--- src/rtl/channel_pkt_meta_demux.sv ---
// rtl/channel_pkt_meta_demux.sv - pairs metadata with packets and steers both to a channel port
// Drops out-of-range channels, discards orphan flits, keeps per-channel statistics.
module channel_pkt_meta_demux #(
  parameter int DATA_W  = 512,
  parameter int META_W  = 64,
  parameter int EMPTY_W = 6,
  parameter int NUM_CH  = 2,
  parameter int CH_W    = 2
) (
  input  logic                      clk,
  input  logic                      rst,
  input  logic                      in_pkt_sop,
  input  logic                      in_pkt_eop,
  input  logic                      in_pkt_valid,
  input  logic [DATA_W-1:0]         in_pkt_data,
  input  logic [EMPTY_W-1:0]        in_pkt_empty,
  input  logic [CH_W-1:0]           in_pkt_channel,
  output logic                      in_pkt_ready,
  input  logic                      in_meta_valid,
  input  logic [META_W-1:0]         in_meta_data,
  input  logic [CH_W-1:0]           in_meta_channel,
  output logic                      in_meta_ready,
  output logic [NUM_CH-1:0]         out_pkt_sop,
  output logic [NUM_CH-1:0]         out_pkt_eop,
  output logic [NUM_CH-1:0]         out_pkt_valid,
  output logic [NUM_CH*DATA_W-1:0]  out_pkt_data,
  output logic [NUM_CH*EMPTY_W-1:0] out_pkt_empty,
  input  logic [NUM_CH-1:0]         out_pkt_ready,
  input  logic [NUM_CH-1:0]         out_pkt_almost_full,
  output logic [NUM_CH-1:0]         out_meta_valid,
  output logic [NUM_CH*META_W-1:0]  out_meta_data,
  input  logic [NUM_CH-1:0]         out_meta_ready,
  output logic [NUM_CH*32-1:0]      stats_pkt,
  output logic [31:0]               stats_drop,
  output logic [31:0]               stats_orphan,
  output logic [31:0]               stats_ch_mismatch
);
  typedef enum logic [1:0] {S_IDLE, S_META_OUT, S_PKT, S_DROP} state_t;
  localparam int CH_N = 1 << CH_W;

  state_t                  r_state, w_state_nxt;
  logic [META_W-1:0]       r_meta;
  logic [CH_W-1:0]         r_ch;
  logic                    r_pend;
  logic [NUM_CH-1:0][31:0] r_stats_pkt;
  logic [31:0]             r_stats_drop, r_stats_orphan, r_stats_mis;
  logic [CH_N-1:0]         w_af, w_omr, w_opr;
  logic                    w_meta_ok, w_meta_hs, w_orphan, w_pkt_done, w_mismatch, w_pend_clr;

  // Pad per-channel inputs to the full tag range so any tag value indexes safely.
  always_comb begin
    w_af  = '0;
    w_omr = '0;
    w_opr = '0;
    w_af[NUM_CH-1:0]  = out_pkt_almost_full;
    w_omr[NUM_CH-1:0] = out_meta_ready;
    w_opr[NUM_CH-1:0] = out_pkt_ready;
  end

  assign w_meta_ok = 32'(in_meta_channel) < 32'(NUM_CH);

  always_ff @(posedge clk) begin
    if (rst) r_state <= S_IDLE;
    else     r_state <= w_state_nxt;
  end

  always_comb begin
    w_state_nxt    = r_state;
    in_pkt_ready   = 1'b0;
    in_meta_ready  = 1'b0;
    out_pkt_sop    = '0;
    out_pkt_eop    = '0;
    out_pkt_valid  = '0;
    out_pkt_data   = '0;
    out_pkt_empty  = '0;
    out_meta_valid = '0;
    out_meta_data  = '0;
    w_orphan       = 1'b0;
    w_meta_hs      = 1'b0;
    w_pkt_done     = 1'b0;
    w_mismatch     = 1'b0;
    w_pend_clr     = 1'b0;
    if (!rst) begin
      case (r_state)
        S_IDLE: begin
          w_orphan      = in_pkt_valid && !in_pkt_sop;
          in_pkt_ready  = w_orphan;
          in_meta_ready = !w_orphan && !r_pend;
          if (r_pend) begin
            if (!w_af[r_ch]) begin
              w_pend_clr  = 1'b1;
              w_state_nxt = S_META_OUT;
            end
          end else if (in_meta_valid && in_meta_ready) begin
            w_meta_hs = 1'b1;
            if (!w_meta_ok)                  w_state_nxt = S_DROP;
            else if (!w_af[in_meta_channel]) w_state_nxt = S_META_OUT;
          end
        end
        S_META_OUT: begin
          for (int c = 0; c < NUM_CH; c++) begin
            if (r_ch == CH_W'(c)) begin
              out_meta_valid[c]                 = 1'b1;
              out_meta_data[c*META_W +: META_W] = r_meta;
            end
          end
          if (w_omr[r_ch]) w_state_nxt = S_PKT;
        end
        S_PKT: begin
          for (int c = 0; c < NUM_CH; c++) begin
            if (r_ch == CH_W'(c)) begin
              out_pkt_valid[c]                    = in_pkt_valid;
              out_pkt_sop[c]                      = in_pkt_sop;
              out_pkt_eop[c]                      = in_pkt_eop;
              out_pkt_data[c*DATA_W +: DATA_W]    = in_pkt_data;
              out_pkt_empty[c*EMPTY_W +: EMPTY_W] = in_pkt_empty;
            end
          end
          in_pkt_ready = w_opr[r_ch];
          if (in_pkt_valid && in_pkt_ready) begin
            w_mismatch = in_pkt_sop && (in_pkt_channel != r_ch);
            if (in_pkt_eop) begin
              w_pkt_done  = 1'b1;
              w_state_nxt = S_IDLE;
            end
          end
        end
        S_DROP: begin
          in_pkt_ready = 1'b1;
          if (in_pkt_valid && in_pkt_eop) w_state_nxt = S_IDLE;
        end
        default: w_state_nxt = S_IDLE;
      endcase
    end
  end

  always_ff @(posedge clk) begin
    if (rst) begin
      r_meta         <= '0;
      r_ch           <= '0;
      r_pend         <= 1'b0;
      r_stats_pkt    <= '0;
      r_stats_drop   <= '0;
      r_stats_orphan <= '0;
      r_stats_mis    <= '0;
    end else begin
      if (w_meta_hs) begin
        r_meta <= in_meta_data;
        r_ch   <= in_meta_channel;
        r_pend <= w_meta_ok && w_af[in_meta_channel];
      end else if (w_pend_clr) begin
        r_pend <= 1'b0;
      end
      if (w_orphan)               r_stats_orphan <= r_stats_orphan + 32'd1;
      if (w_meta_hs && !w_meta_ok) r_stats_drop  <= r_stats_drop + 32'd1;
      if (w_mismatch)             r_stats_mis    <= r_stats_mis + 32'd1;
      if (w_pkt_done) begin
        for (int c = 0; c < NUM_CH; c++) begin
          if (r_ch == CH_W'(c)) r_stats_pkt[c] <= r_stats_pkt[c] + 32'd1;
        end
      end
    end
  end

  assign stats_pkt         = r_stats_pkt;
  assign stats_drop        = r_stats_drop;
  assign stats_orphan      = r_stats_orphan;
  assign stats_ch_mismatch = r_stats_mis;
endmodule

--- config.mk ---
export PLATFORM = sky130hd
export DESIGN_NAME = channel_pkt_meta_demux
export DESIGN_NICKNAME = d
export VERILOG_FILES = /design/src/rtl/channel_pkt_meta_demux.sv
export SDC_FILE = /design/constraint.sdc
export NUM_CORES = 1
export LEC_CHECK = 0
export ABC_CLOCK_PERIOD_IN_PS = 5800
export BUFFER_PORTS_ARGS = -buffer_cell sky130_fd_sc_hd__buf_2
export CAP_MARGIN = 5
export CORE_AREA = 2 2 753 755
export DETAILED_ROUTE_END_ITERATION = 16
export DIE_AREA = 0 0 755 757
export GPL_ROUTABILITY_DRIVEN = 0
export PLACE_DENSITY_LB_ADDON = 0.2
export SLEW_MARGIN = 15
export SYNTH_ARGS = -nofsm -noshare
export SYNTH_HDL_FRONTEND = slang
export SYNTH_SLANG_ARGS = --single-unit
--- constraint.sdc ---
create_clock -name clk -period 5.8 [get_ports clk]
set_input_delay 0.29 -clock clk [delete_from_list [all_inputs] [get_ports clk]]
set_output_delay 0.29 -clock clk [all_outputs]
set_load 0.01 [all_outputs]
After elaboration in Yosys (flattened, before gate mapping)
Index checks and enable logic that the tools add are counted.
- register bits after elaboration: 229
- latch bits: 0
- RAM bits: 0
- bits in read-only memories: 0
- word-level logic and storage cells: 116
- memories kept: 0
- $add $sub $neg: 5
- multipliers: 0
- divide/modulo/power cells: 0
- order comparisons: 3
- eq/ne operators: 12
- shift-type cells: 0
- mux-type cells: 69
- bitwise gates (word level): 0
- reductions and logical operators: 18
- operator list (operator ; number):
    2-to-1 mux 1024 bit ; 2
    2-to-1 mux 512 bit ; 2
    2-to-1 mux 128 bit ; 2
    adder 32 x 1 -> 32 bit (second input constant) ; 5
    2-to-1 mux 64 bit ; 2
    2-to-1 mux 1 bit ; 34
    2-to-1 mux 2 bit ; 17
    2-to-1 mux 12 bit ; 2
    2-to-1 mux 6 bit ; 2
    binary-select mux 1 bit (select 2 bit) ; 4
    logical AND 1 bit ; 8
    inequality test 2 bit (second input constant) ; 4
    one-hot mux 2 bit (4 select lines) ; 1
    AND reduction 7 bit ; 1
    less-than comparator 2 x 3 -> 1 bit (second input constant) ; 2
    inequality test 3 bit (second input constant) ; 2
    == test 2 x 1 -> 1 bit (second input constant) ; 2
    == test 2 bit (second input constant) ; 2
    zero test 1 bit ; 4
    zero test 2 bit ; 2
    inequality test 4 bit (second input constant) ; 1
    AND reduction 2 bit ; 2
    one-hot mux 1 bit (3 select lines) ; 1
    less-than comparator 2 bit (second input constant) ; 1
    other kinds (2) ; 2

Logic depth before layout (Yosys ltp)
- depth in word-level cells: 10
- depth in mapped cells: 8
- gate-level depth less buffers: 6

Least setup slack after synthesis
OpenSTA, ideal clock, no wires.
- path type: register to output
- from: register r_ch[0]
- to: output out_pkt_data[1000]
- arrival: 1.998 ns
- data required time: 5.510 ns
- slack: 3.512 ns
- cell stages (with the launch flop): 8
- cells stage by stage: dfxtp_1 -> buf_1 -> nand2b_1 -> nor2_1 -> clkbuf_1 -> clkbuf_1 -> clkbuf_1 -> and3_1
- word-level cells in the longest chain between the ends: 4
- RTL lines (item ; RTL line ; text):
    start: declaration ; 43 ; logic [CH_W-1:0] r_ch;
    start signal: assignment ; 149 ; r_ch <= in_meta_channel;
    == test 2 x 1 -> 1 bit ; 111 ; if (r_ch == CH_W'(c)) begin
    2-to-1 mux 512 bit ; 111 ;
    2-to-1 mux 1024 bit ; 84 ; case (r_state)
    2-to-1 mux 1024 bit ; 83 ; if (!rst) begin
    end: declaration ; 26 ; output logic [NUM_CH*DATA_W-1:0] out_pkt_data,
Every way passes these cells.

Worst setup path in the final report
- from: register r_ch[0]
- to: output out_pkt_data[783]
Same word-level chain as after synthesis.

==> summary.md <==
| Metric | Value |
|---|---|
| CORE AREA | 0.563 sq mm |
| Cell Int Power | 3.76 mW |
| Post-layout util | 6.96% |
| Via count | 31100 |
| Final Critical Period | 4220 ps |
| Final WL | 360000 um |
| Least-Margin Pin Slew | 1090 ps |
| Worst Setup End Kind | output pin |
| Power Total | 7.68 mW |
| Non-filler instance count after layout | 12200 |
| Std cell rows | 276 |
| Clk_lat worst skew | 660 ps |
| RSZ-0062 raised after global routing | no |
| Pleak | 20.5 nW |
| Antenna violations before repair | 330 |
| Post-Syn Area | 0.0183 sq mm |
| CTS Buffer Depth | 3 |
| Seq. cell area | 0.00458 sq mm |
| Top sig layer | met5 |
| DP HPWL | 321000 um |
| Net Switching | 3.92 mW |
| Port Buffers | 1931 |
| Sequential area share after synthesis | 25.1% |
| Slew headroom | 27.2% |
| Mapped Nets | 3256 |
| Critical path arrival | 3930 ps |
| Met2 routed WL | 166000 um |
| Nets | 5022 |
| Fillcell total | 67100 |
| Asr flop ratio synth | 0% |
| WHS | 78.9 ps |
| Synth warn | 0 |
| Critical path peak fanout | 116 |
| CTS tree | yes |
| Initial core utilization | 3.24% |
| Main synth FF type | dfxtp_1 |
| Die Y | 757 um |
| Status | finished clean |
| Postcts setup bufs | 0 |
| Critical path class | reg -> out |
| Power per cell area | 196 mW/mm^2 |
| GRT Overall Usage | 11.9% |
| Post-Synthesis Cells | 2653 |
| Die Width | 755 um |
| Syn Area/Cell | 6.89 sq um |
| Cts repair resizes | 0 |
| Critical Path RT | 5510 ps |
| Root Buffer | clkbuf_16 |
| Post-synth EDFFs | 0 |
| Via-to-Cell Ratio | 2.54 |
| Comb power frac | 51.4% |
| Total grt overflow | 0 |
| Setup Skew | 43.8 ps |
| Drt first pass iters | 5 |
| Reg power frac | 22.2% |
| DRT antenna net count | 0 |
| H-Tree Level Count | 1 |
| Fraction of layout cells with a size suffix above 1 | 46.1% |
| Setup violators final | 0 |
| Num CTS Buffers | 30 |
| Final period utilization | 72.7% |
| Switching fraction of total power | 51.1% |
| I/O pin count | 1932 |
| M1 wire length | 124000 um |
| Die footprint | 0.572 sq mm |
| TNS Setup | 0 ps |
| Unique masters post-synth | 43 |
| Initial DRC count | 2884 |
| CTS Sinks | 229 |
| Flops & latches, synth | 229 |
| Largest net degree at the start of global routing | 229 |
| Worst-path clk slew | 60 ps |
| Clock power share | 26.4% |
| CP Launch Type | register |
| Hold Vio Cnt, Final | 0 |
| Area delta synth->final | 115% |
| Wire length per cell | 29.5 um |
| Max-slew violations | 0 |
| Peak supply drop | 0.276 mV |
| Hold Crit Class | in -> reg |
| Vias in the first global route | 27800 |
| Area of the multi-input gates | 0.0125 sq mm |
| Placed cell count | 11800 |
| Max-cap violations | 0 |
| # hold bufs at CTS | 65 |
| First-pass GRT wire length | 421000 um |
| Met3 WL | 52600 um |
| Max Clk Rate | 0.237 GHz |
| Residual DRC | 0 |
==> power groups by stage <==
stage	logic [mW]	clock network [mW]	registers, mW
floorplan	1.59	0	1.69
global placement	4.01	0	1.74
detailed placement	3.97	0	1.74
CTS	4.03	2.14	1.70
global route	4.23	2.17	1.71
finish	3.95	2.03	1.70
==> critical path: stages, from the launching register on <==
cell,delay [ps]
dfxtp_1,720
nand2b_1,260
nor2_4,710
buf_12,380
buf_12,430
and3_1,380
buf_2,190
==> metrics by stage <==
stage          setup slack (ps)  area [sq um]
2_1_floorplan              3510         18300
3_3_place_gp               2270         36800
3_5_place_dp               2250         36800
4_1_cts                    1510         38500
5_1_grt                    1390         38900
6_report                   1580         39200
==> kinds of logic (layout without fill, tap and decap cells) <==
| logic type | Yosys count | count (layout) | share of synthesized area [%] |
|---|---|---|---|
| AOI/OAI and AO/OA | 180 | 180 | 5.29 |
| xor gates and xnor gates | 106 | 106 | 5.08 |
| adders and majority gates | 5 | 5 | 0.342 |
| buffers and inverters | 336 | 2123 | 6.92 |
| DFF | 229 | 229 | 25.1 |
| muxes | 6 | 6 | 0.336 |
| other | 0 | 290 | 0 |
| and+or+nand+nor | 1791 | 1791 | 56.9 |
==> layout make-up <==
type	instances	area share [%]
flip-flops and latches	229	11.7
diodes	290	1.85
multi-input cells	2088	31.8
well taps	7506	23.9
clock buffers	47	2.33
repair buffers	2049	27.8
inverters	21	0.201
clock inverters	6	0.287
==> path summary, 6_finish.rpt <==
| check | startpoint | endpoint | slack [ps] | depth (start not counted) |
|---|---|---|---|---|
| max | r_ch[0]$_SDFFE_PP0P_ | out_pkt_data[783] | 1580 | 6 |
| min | in_pkt_eop | r_state[0]$_SDFFE_PP0P_ | 80 | 4 |
| max reg2reg | r_ch[0]$_SDFFE_PP0P_ | stats_ch_mismatch[26]$_SDFFE_PP0P_ | 2650 | 5 |
| min reg2reg | r_meta[60]$_SDFFE_PP0P_ | r_meta[60]$_SDFFE_PP0P_ | 470 | 2 |
==> cells in the mapped netlist, types with 21 or more instances <==
cell type	number	share of area, %
xor2_1	48	2.3
nor4_1	37	1.3
xnor2_1	58	2.8
nand4_1	60	2.1
inv_1	21	0.43
a21oi_1	121	3.3
clkbuf_1	307	6.3
nor2_1	124	2.5
and3_1	1053	36
nand3_1	65	1.8
and2_1	136	4.7
or3_1	36	1.2
dfxtp_1	229	25
nor3_1	24	0.66
nand2_1	191	3.9
o21ai_0	36	0.99
==> flip-flops by register name, summed over array words and instances (netlist names) <==
signal and count:
r_state 2, stats_pkt 64, r_ch 2, stats_ch_mismatch 32, r_meta 64, r_pend 1
stats_orphan 32, stats_drop 32
==> cell usage in the layout (no fill, tap or decap), types with 3 or more instances in the layout <==
master | synthesis | final
dfxtp_1 | 229 | 229
diode_2 | 0 | 290
nand3b_1 | 3 | 3
clkbuf_16 | 0 | 30
or3_1 | 36 | 35
nor4_1 | 37 | 36
clkbuf_1 | 307 | 7
nor2_1 | 124 | 122
and2_1 | 136 | 136
a21oi_1 | 121 | 121
inv_1 | 21 | 21
dlygate4sd3_1 | 0 | 65
and3_1 | 1053 | 1053
xor2_1 | 48 | 48
o31ai_1 | 14 | 14
nor3_1 | 24 | 23
nor2b_1 | 10 | 9
nand2b_1 | 6 | 6
buf_12 | 0 | 16
nand3_1 | 65 | 65
o21ai_0 | 36 | 36
nand4_1 | 60 | 60
or4_1 | 16 | 16
mux2i_1 | 5 | 5
or2_2 | 4 | 4
buf_4 | 0 | 37
buf_2 | 2 | 1930
and4_1 | 16 | 16
clkbuf_8 | 0 | 11
ha_1 | 5 | 5
xnor2_1 | 58 | 58
nand2_1 | 191 | 191
==> metal layers <==
layer  up-vias  track usage (%)
met5         -                0
met4       110             4.78
met3       522             7.28
met2      2302             19.5
met1     14900             12.1
li1      13300                -
Note: power is estimated with default switching activity, not from simulation.
